File: src/rtl/demod_pkg.sv
// -----------------------------------------------------------------------------
// demod_pkg
// Shared definitions for the demodulator sweep controller.
//   - FSM state encoding (kept as plain localparam vectors so legacy blocks that
//     compare against raw codes keep working)
//   - Default datapath widths
// -----------------------------------------------------------------------------
package demod_pkg;

  localparam int DEF_STEP_W = 8;
  localparam int DEF_AMP_W  = 10;

  localparam logic [2:0] ST_IDLE   = 3'd0;
  localparam logic [2:0] ST_SETTLE = 3'd1;
  localparam logic [2:0] ST_ACCUM  = 3'd2;
  localparam logic [2:0] ST_OUTPUT = 3'd3;
  localparam logic [2:0] ST_NEXT   = 3'd4;

endpackage

File: src/rtl/sample_averager.sv
// -----------------------------------------------------------------------------
// sample_averager
// Accumulates 2^AVG_LOG2 amplitude samples and presents their truncated mean.
//
// Ports
//   clk, rst_n  clock / async active-low reset
//   clr         synchronous clear of accumulator and sample counter (wins over en)
//   en          sample strobe; amp is added when high
//   amp         amplitude sample
//   avg         mean of the current block including the sample on amp
//               (meaningful only while avg_done is high)
//   avg_done    high in the cycle the last sample of a block is strobed in
// -----------------------------------------------------------------------------
module sample_averager
  import demod_pkg::*;
#(
  parameter int AMP_W    = DEF_AMP_W,
  parameter int AVG_LOG2 = 3
) (
  input  logic             clk,
  input  logic             rst_n,
  input  logic             clr,
  input  logic             en,
  input  logic [AMP_W-1:0] amp,
  output logic [AMP_W-1:0] avg,
  output logic             avg_done
);

  // 2^AVG_LOG2 samples of at most 2^AMP_W-1 fit in AMP_W+AVG_LOG2 bits.
  localparam int ACC_W = AMP_W + AVG_LOG2;
  localparam int CNT_W = AVG_LOG2 + 1;
  localparam logic [CNT_W-1:0] CNT_LAST = CNT_W'((1 << AVG_LOG2) - 1);

  logic [ACC_W-1:0] acc;
  logic [ACC_W-1:0] acc_sum;
  logic [CNT_W-1:0] cnt;

  // The final sample is folded in combinationally so the mean is ready in the
  // same cycle as its strobe; the caller registers it one clock later.
  assign acc_sum  = acc + ACC_W'(amp);
  assign avg_done = en && (cnt == CNT_LAST);
  assign avg      = acc_sum[ACC_W-1:AVG_LOG2];

  // NOTE: sequential state uses non-blocking assignments only, so every
  // register samples pre-edge values regardless of statement order.
  always_ff @(posedge clk or negedge rst_n) begin
    if (!rst_n) begin
      acc <= '0;
      cnt <= '0;
    end else if (clr || avg_done) begin
      acc <= '0;
      cnt <= '0;
    end else if (en) begin
      acc <= acc_sum;
      cnt <= cnt + CNT_W'(1);
    end
  end

endmodule

File: src/rtl/demod_sweep_ctrl.sv
// -----------------------------------------------------------------------------
// demod_sweep_ctrl
// Frequency-sweep scheduler in the clk_adc domain. Steps the DDS module_step
// from step_start towards step_stop by step_inc; at each point it enables the
// ADC, discards SETTLE_N settling samples, averages 2^AVG_LOG2 amplitude
// samples and emits one (step, amplitude) result on a valid/ready stream.
//
// Ports
//   clk, rst_n                       clock / async active-low reset
//   start, abort                     sweep control (abort always wins)
//   step_start/step_stop/step_inc    sweep configuration, latched on start
//   en_data, amp                     sample strobe and amplitude
//   module_step                      DDS phase step (registered)
//   adc_go                           ADC conversion enable (registered)
//   res_valid/res_ready              result handshake
//   res_step, res_amp                result payload
//   busy                             high outside IDLE
//   done                             one-cycle pulse on normal completion
// -----------------------------------------------------------------------------
module demod_sweep_ctrl
  import demod_pkg::*;
#(
  parameter int STEP_W   = DEF_STEP_W,
  parameter int AMP_W    = DEF_AMP_W,
  parameter int SETTLE_N = 16,
  parameter int AVG_LOG2 = 3
) (
  input  logic              clk,
  input  logic              rst_n,
  input  logic              start,
  input  logic              abort,
  input  logic [STEP_W-1:0] step_start,
  input  logic [STEP_W-1:0] step_stop,
  input  logic [STEP_W-1:0] step_inc,
  input  logic              en_data,
  input  logic [AMP_W-1:0]  amp,
  output logic [STEP_W-1:0] module_step,
  output logic              adc_go,
  output logic              res_valid,
  input  logic              res_ready,
  output logic [STEP_W-1:0] res_step,
  output logic [AMP_W-1:0]  res_amp,
  output logic              busy,
  output logic              done
);

  localparam logic [7:0] SETTLE_LAST = (SETTLE_N == 0) ? 8'd0 : 8'(SETTLE_N - 1);

  logic [2:0]        state;
  logic [STEP_W-1:0] stop_q;
  logic [STEP_W-1:0] inc_q;
  logic [7:0]        settle_cnt;
  logic              settle_done;
  logic [STEP_W:0]   nxt_sum;
  logic              nxt_end;
  logic              avg_en;
  logic              avg_clr;
  logic [AMP_W-1:0]  avg;
  logic              avg_done;

  // One extra bit catches wrap-around past the top of the step range.
  assign nxt_sum = {1'b0, module_step} + {1'b0, inc_q};
  assign nxt_end = (inc_q == '0) || nxt_sum[STEP_W] || (nxt_sum[STEP_W-1:0] > stop_q);

  // With SETTLE_N=0 the settle phase lasts exactly one cycle. The pulse that
  // completes the count is consumed here and never reaches the averager.
  assign settle_done = (SETTLE_N == 0) || (en_data && (settle_cnt == SETTLE_LAST));

  // The averager only sees samples while accumulating; any other state, or an
  // abort, keeps it cleared so every point starts from a fresh average.
  assign avg_en  = (state == ST_ACCUM) && en_data && !abort;
  assign avg_clr = (state != ST_ACCUM) || abort;

  assign busy = (state != ST_IDLE);

  sample_averager #(
    .AMP_W    (AMP_W),
    .AVG_LOG2 (AVG_LOG2)
  ) u_avg (
    .clk      (clk),
    .rst_n    (rst_n),
    .clr      (avg_clr),
    .en       (avg_en),
    .amp      (amp),
    .avg      (avg),
    .avg_done (avg_done)
  );

  always_ff @(posedge clk or negedge rst_n) begin
    if (!rst_n) begin
      state       <= ST_IDLE;
      stop_q      <= '0;
      inc_q       <= '0;
      settle_cnt  <= '0;
      module_step <= '0;
      adc_go      <= 1'b0;
      res_valid   <= 1'b0;
      res_step    <= '0;
      res_amp     <= '0;
      done        <= 1'b0;
    end else begin
      done <= 1'b0;
      if (abort) begin
        // module_step is deliberately left at its last value. A handshake in
        // this same cycle still delivers the result: only res_valid drops.
        state      <= ST_IDLE;
        adc_go     <= 1'b0;
        res_valid  <= 1'b0;
        settle_cnt <= '0;
      end else begin
        case (state)
          ST_IDLE: begin
            if (start) begin
              stop_q      <= step_stop;
              inc_q       <= step_inc;
              module_step <= step_start;
              settle_cnt  <= '0;
              adc_go      <= 1'b1;
              state       <= ST_SETTLE;
            end
          end
          ST_SETTLE: begin
            if (settle_done) begin
              settle_cnt <= '0;
              state      <= ST_ACCUM;
            end else if (en_data) begin
              settle_cnt <= settle_cnt + 8'd1;
            end
          end
          ST_ACCUM: begin
            if (avg_done) begin
              res_amp   <= avg;
              res_step  <= module_step;
              res_valid <= 1'b1;
              adc_go    <= 1'b0;
              state     <= ST_OUTPUT;
            end
          end
          ST_OUTPUT: begin
            if (res_ready) begin
              res_valid <= 1'b0;
              state     <= ST_NEXT;
            end
          end
          ST_NEXT: begin
            if (nxt_end) begin
              done  <= 1'b1;
              state <= ST_IDLE;
            end else begin
              module_step <= nxt_sum[STEP_W-1:0];
              adc_go      <= 1'b1;
              state       <= ST_SETTLE;
            end
          end
          default: begin
            adc_go    <= 1'b0;
            res_valid <= 1'b0;
            state     <= ST_IDLE;
          end
        endcase
      end
    end
  end

endmodule

File: config.mk
export PLATFORM = sky130hd
export DESIGN_NAME = demod_sweep_ctrl
export DESIGN_NICKNAME = d
export VERILOG_FILES = /design/src/rtl/demod_pkg.sv /design/src/rtl/sample_averager.sv /design/src/rtl/demod_sweep_ctrl.sv
export SDC_FILE = /design/constraint.sdc
export NUM_CORES = 1
export LEC_CHECK = 0
export BUFFER_PORTS_ARGS = -buffer_cell sky130_fd_sc_hd__buf_4
export CORE_MARGIN = 4
export CORE_UTILIZATION = 52
export DETAILED_ROUTE_END_ITERATION = 7
export HOLD_SLACK_MARGIN = 0.03
export PLACE_DENSITY_LB_ADDON = 0.08
export RECOVER_POWER = 100
export SYNTH_ARGS = -nofsm -noshare
export SYNTH_HDL_FRONTEND = slang
export SYNTH_SLANG_ARGS = --single-unit
File: constraint.sdc
create_clock -name clk -period 3.7 [get_ports clk]
set_input_delay 0.37 -clock clk [delete_from_list [all_inputs] [get_ports clk]]
set_output_delay 0.37 -clock clk [all_outputs]
set_load 0.01 [all_outputs]
-- Word level (Yosys, flattened, before mapping)
Cells that the tools add are included.
W data, S select, Z words.
- register bits after elaboration: 73
- input bits: 40
- output and inout port bits: 30
- word-level logic and storage cells: 90
- add/subtract/negate cells: 4
- $lt $le $gt $ge: 1
- eq/ne operators: 17
- mux-type cells: 31
- bitwise gates (word level): 1
- reductions and logical operators: 24
- operators with widths (kind ; number):
    $mux W8 ; 6
    $pmux W8 S2 ; 2
    $mux W13 ; 2
    $mux W3 ; 5
    $pmux W3 S5 ; 1
    $add A13 B10 Y13 ; 1
    $ne A3 B3 Y1 const B ; 4
    $reduce_and A3 Y1 ; 4
    $reduce_and A4 Y1 ; 3
    $mux W1 ; 11
    $add A8 B8 Y9 ; 1
    $add A8 B1 Y8 const B ; 1
    $eq A8 B4 Y1 const B ; 1
    $gt A8 B8 Y1 ; 1
    $logic_not A8 Y1 ; 1
    $mux W4 ; 2
    $eq A3 B2 Y1 const B ; 2
    $ne A3 B2 Y1 const B ; 2
    $reduce_bool A3 Y1 ; 2
    $add A4 B1 Y4 const B ; 1
    $eq A4 B3 Y1 const B ; 1
    $logic_and A1 B1 Y1 ; 4
    $logic_or A1 B1 Y1 ; 4
    $ne A2 B1 Y1 const B ; 2
    other kinds (12) ; 14

-- Logic depth before layout (Yosys ltp)
- depth in word-level cells: 7
- mapped depth: 13
- depth with buffers taken out: 13

-- Cells and area by module
A second synthesis with hierarchy kept.
- cells, all modules: 394
- area total of the unflattened synthesis: 4309.1 um^2
- modules (own cells, without submodules) (module ; instances ; cells an instance ; area an instance (um^2) ; seq. area each (um^2)):
    demod_sweep_ctrl ; 1 ; 258 ; 3036.7 ; 1401.3
    sample_averager ; 1 ; 136 ; 1272.5 ; 425.4

-- Worst setup path before layout
No wires, ideal clock.
- path type: register -> register
- start point: reg module_step[0]
- end point: reg module_step[0]
- setup time: 125 ps
- arrival: 2999 ps
- data required time: 3575 ps
- path slack: 576 ps
- cell stages (with the launch flop): 14
- buffers on the path: 0
- period minus slack after synthesis: 3124 ps
- cell sequence: dfrtp_1 -> ha_1 -> fa_1 -> a211oi_2 -> o21bai_1 -> a21oi_1 -> xnor2_1 -> ha_1 -> nand4_1 -> nand2b_1 -> a21oi_1 -> nor3_2 -> a21boi_4 -> mux2_2
- cells in the longest elaborated chain, start to end: 5
- elaborated cells between the ends (all ways): 8
- classes of those cells: add/sub (1); order compare (1); eq/ne (1); mux (2); reduce/logical (3)
- RTL lines (item ; RTL line ; text):
    start, declared ; demod_sweep_ctrl.sv:37 ; output logic [STEP_W-1:0] module_step,
    start signal, assigned ; demod_sweep_ctrl.sv:116 ; module_step <= step_start;
    start signal, assigned ; demod_sweep_ctrl.sv:150 ; module_step <= nxt_sum[STEP_W-1:0];
    $add A8 B8 Y9 (*) ; demod_sweep_ctrl.sv:62 ; assign nxt_sum = {1'b0, module_step} + {1'b0, inc_q};
    $gt A8 B8 Y1 or $logic_or A1 B1 Y1 (tied branches) ; demod_sweep_ctrl.sv:63 ; assign nxt_end = (inc_q == '0) || nxt_sum[STEP_W] || (nxt_sum[STEP_W-1:0] > stop_q);
    $logic_or A1 B1 Y1 ; demod_sweep_ctrl.sv:63 ;
    $ne A2 B2 Y1 (no line) ; -- ;
    $reduce_and A4 Y1 (no line) ; -- ;
Every way passes the cells marked *; elsewhere a longest branch is shown, timed or not. The select of a mux whose other input is x is not followed.
A chain may end at the register's enable or synchronous reset.

-- Worst setup path in the final report
- start point: reg module_step[0]
- end point: reg module_step[4]
The elaborated chain is that of the path after synthesis.

==> run_results.csv <==
group,metric,value,unit
synthesis,yosys-top-cells-count,"73 x dfrtp_1, 47 x mux2_2, 28 x ha_1",
timing,tightest_slew,1.806,ns
cells_and_area,area_delta_synth_final,15.71,%
synthesis,syn_avg_cell_area,11.02,sq um
timing,final_hold_viol_count,0,
synthesis,yosys_most_used_dff,"dfrtp_1",
setup_path,required,3.92,ns
drt,drt_iter0_markers,81,
timing,max_freq,0.2938,GHz
grt,track_usage,0.1980,
cells_and_area,layout-drive-gt1-share,0.2478,
grt,grt-ovfl-total,0,
power,p_leak,2.261,nW
clock_network,ctsHoldBuffers,0,
floorplanning,die_h,97.15,um
clock_network,cts_htree_levels,3,
floorplanning,die_x,97.15,um
clock_network,clk_pin_slew,0.08,ns
synthesis,synth_edf_count,0,
floorplanning,die-area,0.009438,sq mm
clock_network,cts_root_buffer,"clkbuf_8",
placement,dpl_cell_area,0.004721,sq mm
drt,wl_per_cell,16.07,um
floorplanning,coreArea,0.007727,sq mm
synthesis,yosysWarnings,0,
placement,post-place-cells,535,
timing,tns,0,ns
synthesis,synth_area,0.004133,sq mm
placement,dp_hpwl,6475,um
synthesis,yosys_register_bits,73,
cells_and_area,diodes,0,
setup_path,crit_path_end_kind,"register",
setup_path,critPathArrivalTime,3.62,ns
cells_and_area,stdcell_area,0.004782,sq mm
cells_and_area,nNetsFinal,514,
timing,whs,0.2540,ns
outcome,status,"finished with violations",
floorplanning,row_count,32,
cells_and_area,nFillCells,701,
clock_network,clkLatencyLatePin,0.34,ns
clock_network,cts_buffer_depth,2,
drt,drt_first_pass_iters,4,
grt,grt_pass1_vias,3120,
synthesis,synth.most_common_cell,"dfrtp_1",
timing,slew_headroom,-0.2039,
clock_network,cts_setup_buffers,0,
power,peakVddDrop,0.0004941,V
drt,wl,8839,um
power,swShare,0.3929,
synthesis,synth_top_area_frac,0.4420,
clock_network,clock-sinks,73,
floorplanning,ios,70,
synthesis,synth_nets,445,
floorplanning,start_util,0.5348,
clock_network,ctsResizeCount,0,
synthesis,postSynthCellCount,375,
power,p_clk_frac,0.191,
drt,detail-route-antenna-nets,0,
grt,antenna_found_initial,0,
grt,grt_pass1_wl,15300,um
drt,remaining_drc_errors,0,
synthesis,yosysSeqAreaShare,0.4420,
power,p_sw,0.001296,W
grt,grt_max_degree,74,
placement,place_congestion,0.8976,
timing,period_needed,3.403,ns
setup_path,path_class,"register to register",
power,power_frac_comb,0.475,
power,internal_power,0.002003,W
drt,vias_per_cell,5.525,
cells_and_area,post-route-util,0.6188,
synthesis,async_flop_share,1.000,
synthesis,yosysTopAreaCell,"dfrtp_1",
placement,port_buffers,69,
timing,finalCritPeriodShare,0.9198,
timing,rsz0062_at_grt,"false",
setup_path,cp-start-kind,"register",
outcome,violations,"capacitance limit, slew limit",
power,powerDensity,689.9,mW/mm^2
timing,clock_skew,0.01423,ns
clock_network,cts_made_buffers,9,
drt,via_count,3039,
timing,setup_viol,0,
worst_hold_path,hold_class,"input port to register",
clock_network,cts_tree,"yes",
setup_path,critPathMaxFanout,9,
synthesis,synth_cell_types,51,
cells_and_area,final-instance-count-excl-fill,550,
synthesis,synthTopCellsByArea,"dfrtp_1 44%, mux2_2 13%, ha_1 8.5%",
timing,report.final.slew_viol_count,74,
run,maxCapViolCount,1,
power,power_frac_seq,0.334,
==> layout by cell type (no fill, tap or decap), types with 2 or more instances in the layout <==
| cell type | netlist | final |
|---|---|---|
| clkinv_2 | 0 | 2 |
| nand4_1 | 3 | 3 |
| inv_1 | 17 | 17 |
| nand3_1 | 9 | 9 |
| nor3_1 | 6 | 6 |
| xnor2_1 | 17 | 17 |
| o21ai_0 | 17 | 19 |
| o21bai_1 | 4 | 4 |
| or2_2 | 2 | 2 |
| a211oi_1 | 2 | 3 |
| nor2_1 | 20 | 21 |
| nand3b_1 | 3 | 3 |
| o21a_1 | 3 | 3 |
| dfrtp_1 | 73 | 73 |
| nor2b_1 | 3 | 3 |
| nand2_1 | 18 | 18 |
| mux2_2 | 47 | 47 |
| a21o_1 | 6 | 6 |
| nand2b_1 | 4 | 4 |
| ha_1 | 28 | 28 |
| clkbuf_8 | 1 | 10 |
| a311oi_1 | 1 | 2 |
| buf_4 | 0 | 38 |
| or3_1 | 2 | 2 |
| a22o_1 | 10 | 10 |
| a31oi_1 | 6 | 6 |
| o211ai_1 | 2 | 2 |
| fa_1 | 2 | 2 |
| clkbuf_1 | 3 | 31 |
| and3_1 | 3 | 3 |
| a211o_1 | 2 | 2 |
| a211oi_2 | 3 | 2 |
| nor4_1 | 5 | 5 |
| xor2_1 | 7 | 7 |
| a21oi_1 | 20 | 20 |
==> stage by stage <==
stage	total power [W]	setup WS, ns
2_1_floorplan	0.002295	0.5763
3_3_place_gp	0.002693	0.4226
3_5_place_dp	0.002741	0.2735
4_1_cts	0.003386	0.2524
5_1_grt	0.003619	0.02265
6_report	0.003299	0.2968
==> power groups by stage <==
| stage | Clock [W] | Sequential (W) | Combinational [W] |
|---|---|---|---|
| after floorplan | 0 | 0.00108 | 0.00121 |
| after global placement | 0 | 0.00111 | 0.00158 |
| after detailed placement | 0 | 0.00112 | 0.00162 |
| after CTS | 0.000646 | 0.00110 | 0.00164 |
| after global routing | 0.000688 | 0.00113 | 0.00180 |
| final | 0.000631 | 0.00110 | 0.00157 |
==> cell families after synthesis <==
family,Yosys count,synth area share
AND/OR/NAND/NOR,80,0.09537
AO/OA/AOI/OAI,92,0.1580
adder cells (fa/ha/maj),30,0.09446
XOR/XNOR,24,0.05086
flip-flops,73,0.4420
multiplexers,47,0.1281
buffers and inverters,29,0.03118
==> routing by layer <==
metal,wire length [um],share of wire,vias up,GRT usage
met2,4111,0.47,48,0.3116
met3,336,0.038,5,0.04738
met1,4297,0.49,1479,0.2753
met5,0,0,-,0
li1,-,-,1507,-
met4,93,0.011,0,0.05184
==> final cells by class <==
class | count | area [sq um] | area share
multi-input combinational | 273 | 2163 | 0.4524
sequential | 73 | 1827 | 0.3820
timing repair buffer | 70 | 406.6 | 0.08503
clock buffer | 10 | 137.6 | 0.02878
tap | 102 | 127.6 | 0.02669
inverter | 17 | 63.81 | 0.01334
clock inverter | 5 | 56.30 | 0.01177
==> registers in the layout, summed over array words and instances, names as in the netlist <==
register     cells
u_avg.cnt        4
stop_q           8
state            3
module_step      8
u_avg.acc       13
res_valid        1
adc_go           1
done             1
res_amp         10
inc_q            8
settle_cnt       8
res_step         8
==> worst max-delay path, cell delays in order, from the launching register on <==
cell and delay [ns]:
dfrtp_1 0.42, ha_1 0.26, fa_1 0.44, a211oi_2 0.23
o21bai_1 0.10, a21oi_1 0.19, xnor2_1 0.12, ha_1 0.30
nand4_1 0.11, nand2b_1 0.15, a21oi_1 0.15, nor3_2 0.10
a21boi_4 0.32, mux2_2 0.38
==> worst paths after layout <==
kind                                  endpoint           start  cells past startpoint  slack (ns)
worst max-delay path            module_step[4]  module_step[0]                     13        0.30
worst min-delay path                 stop_q[1]    step_stop[1]                      2        0.25
worst max register to register  module_step[4]  module_step[0]                     13        0.30
worst min register to register      res_amp[7]      res_amp[7]                      2        0.49
max in group asynchronous          res_step[4]           rst_n                      1        2.12
min in group asynchronous           res_amp[4]           rst_n                      1        0.50
Note: power is estimated with default switching activity, not from simulation.
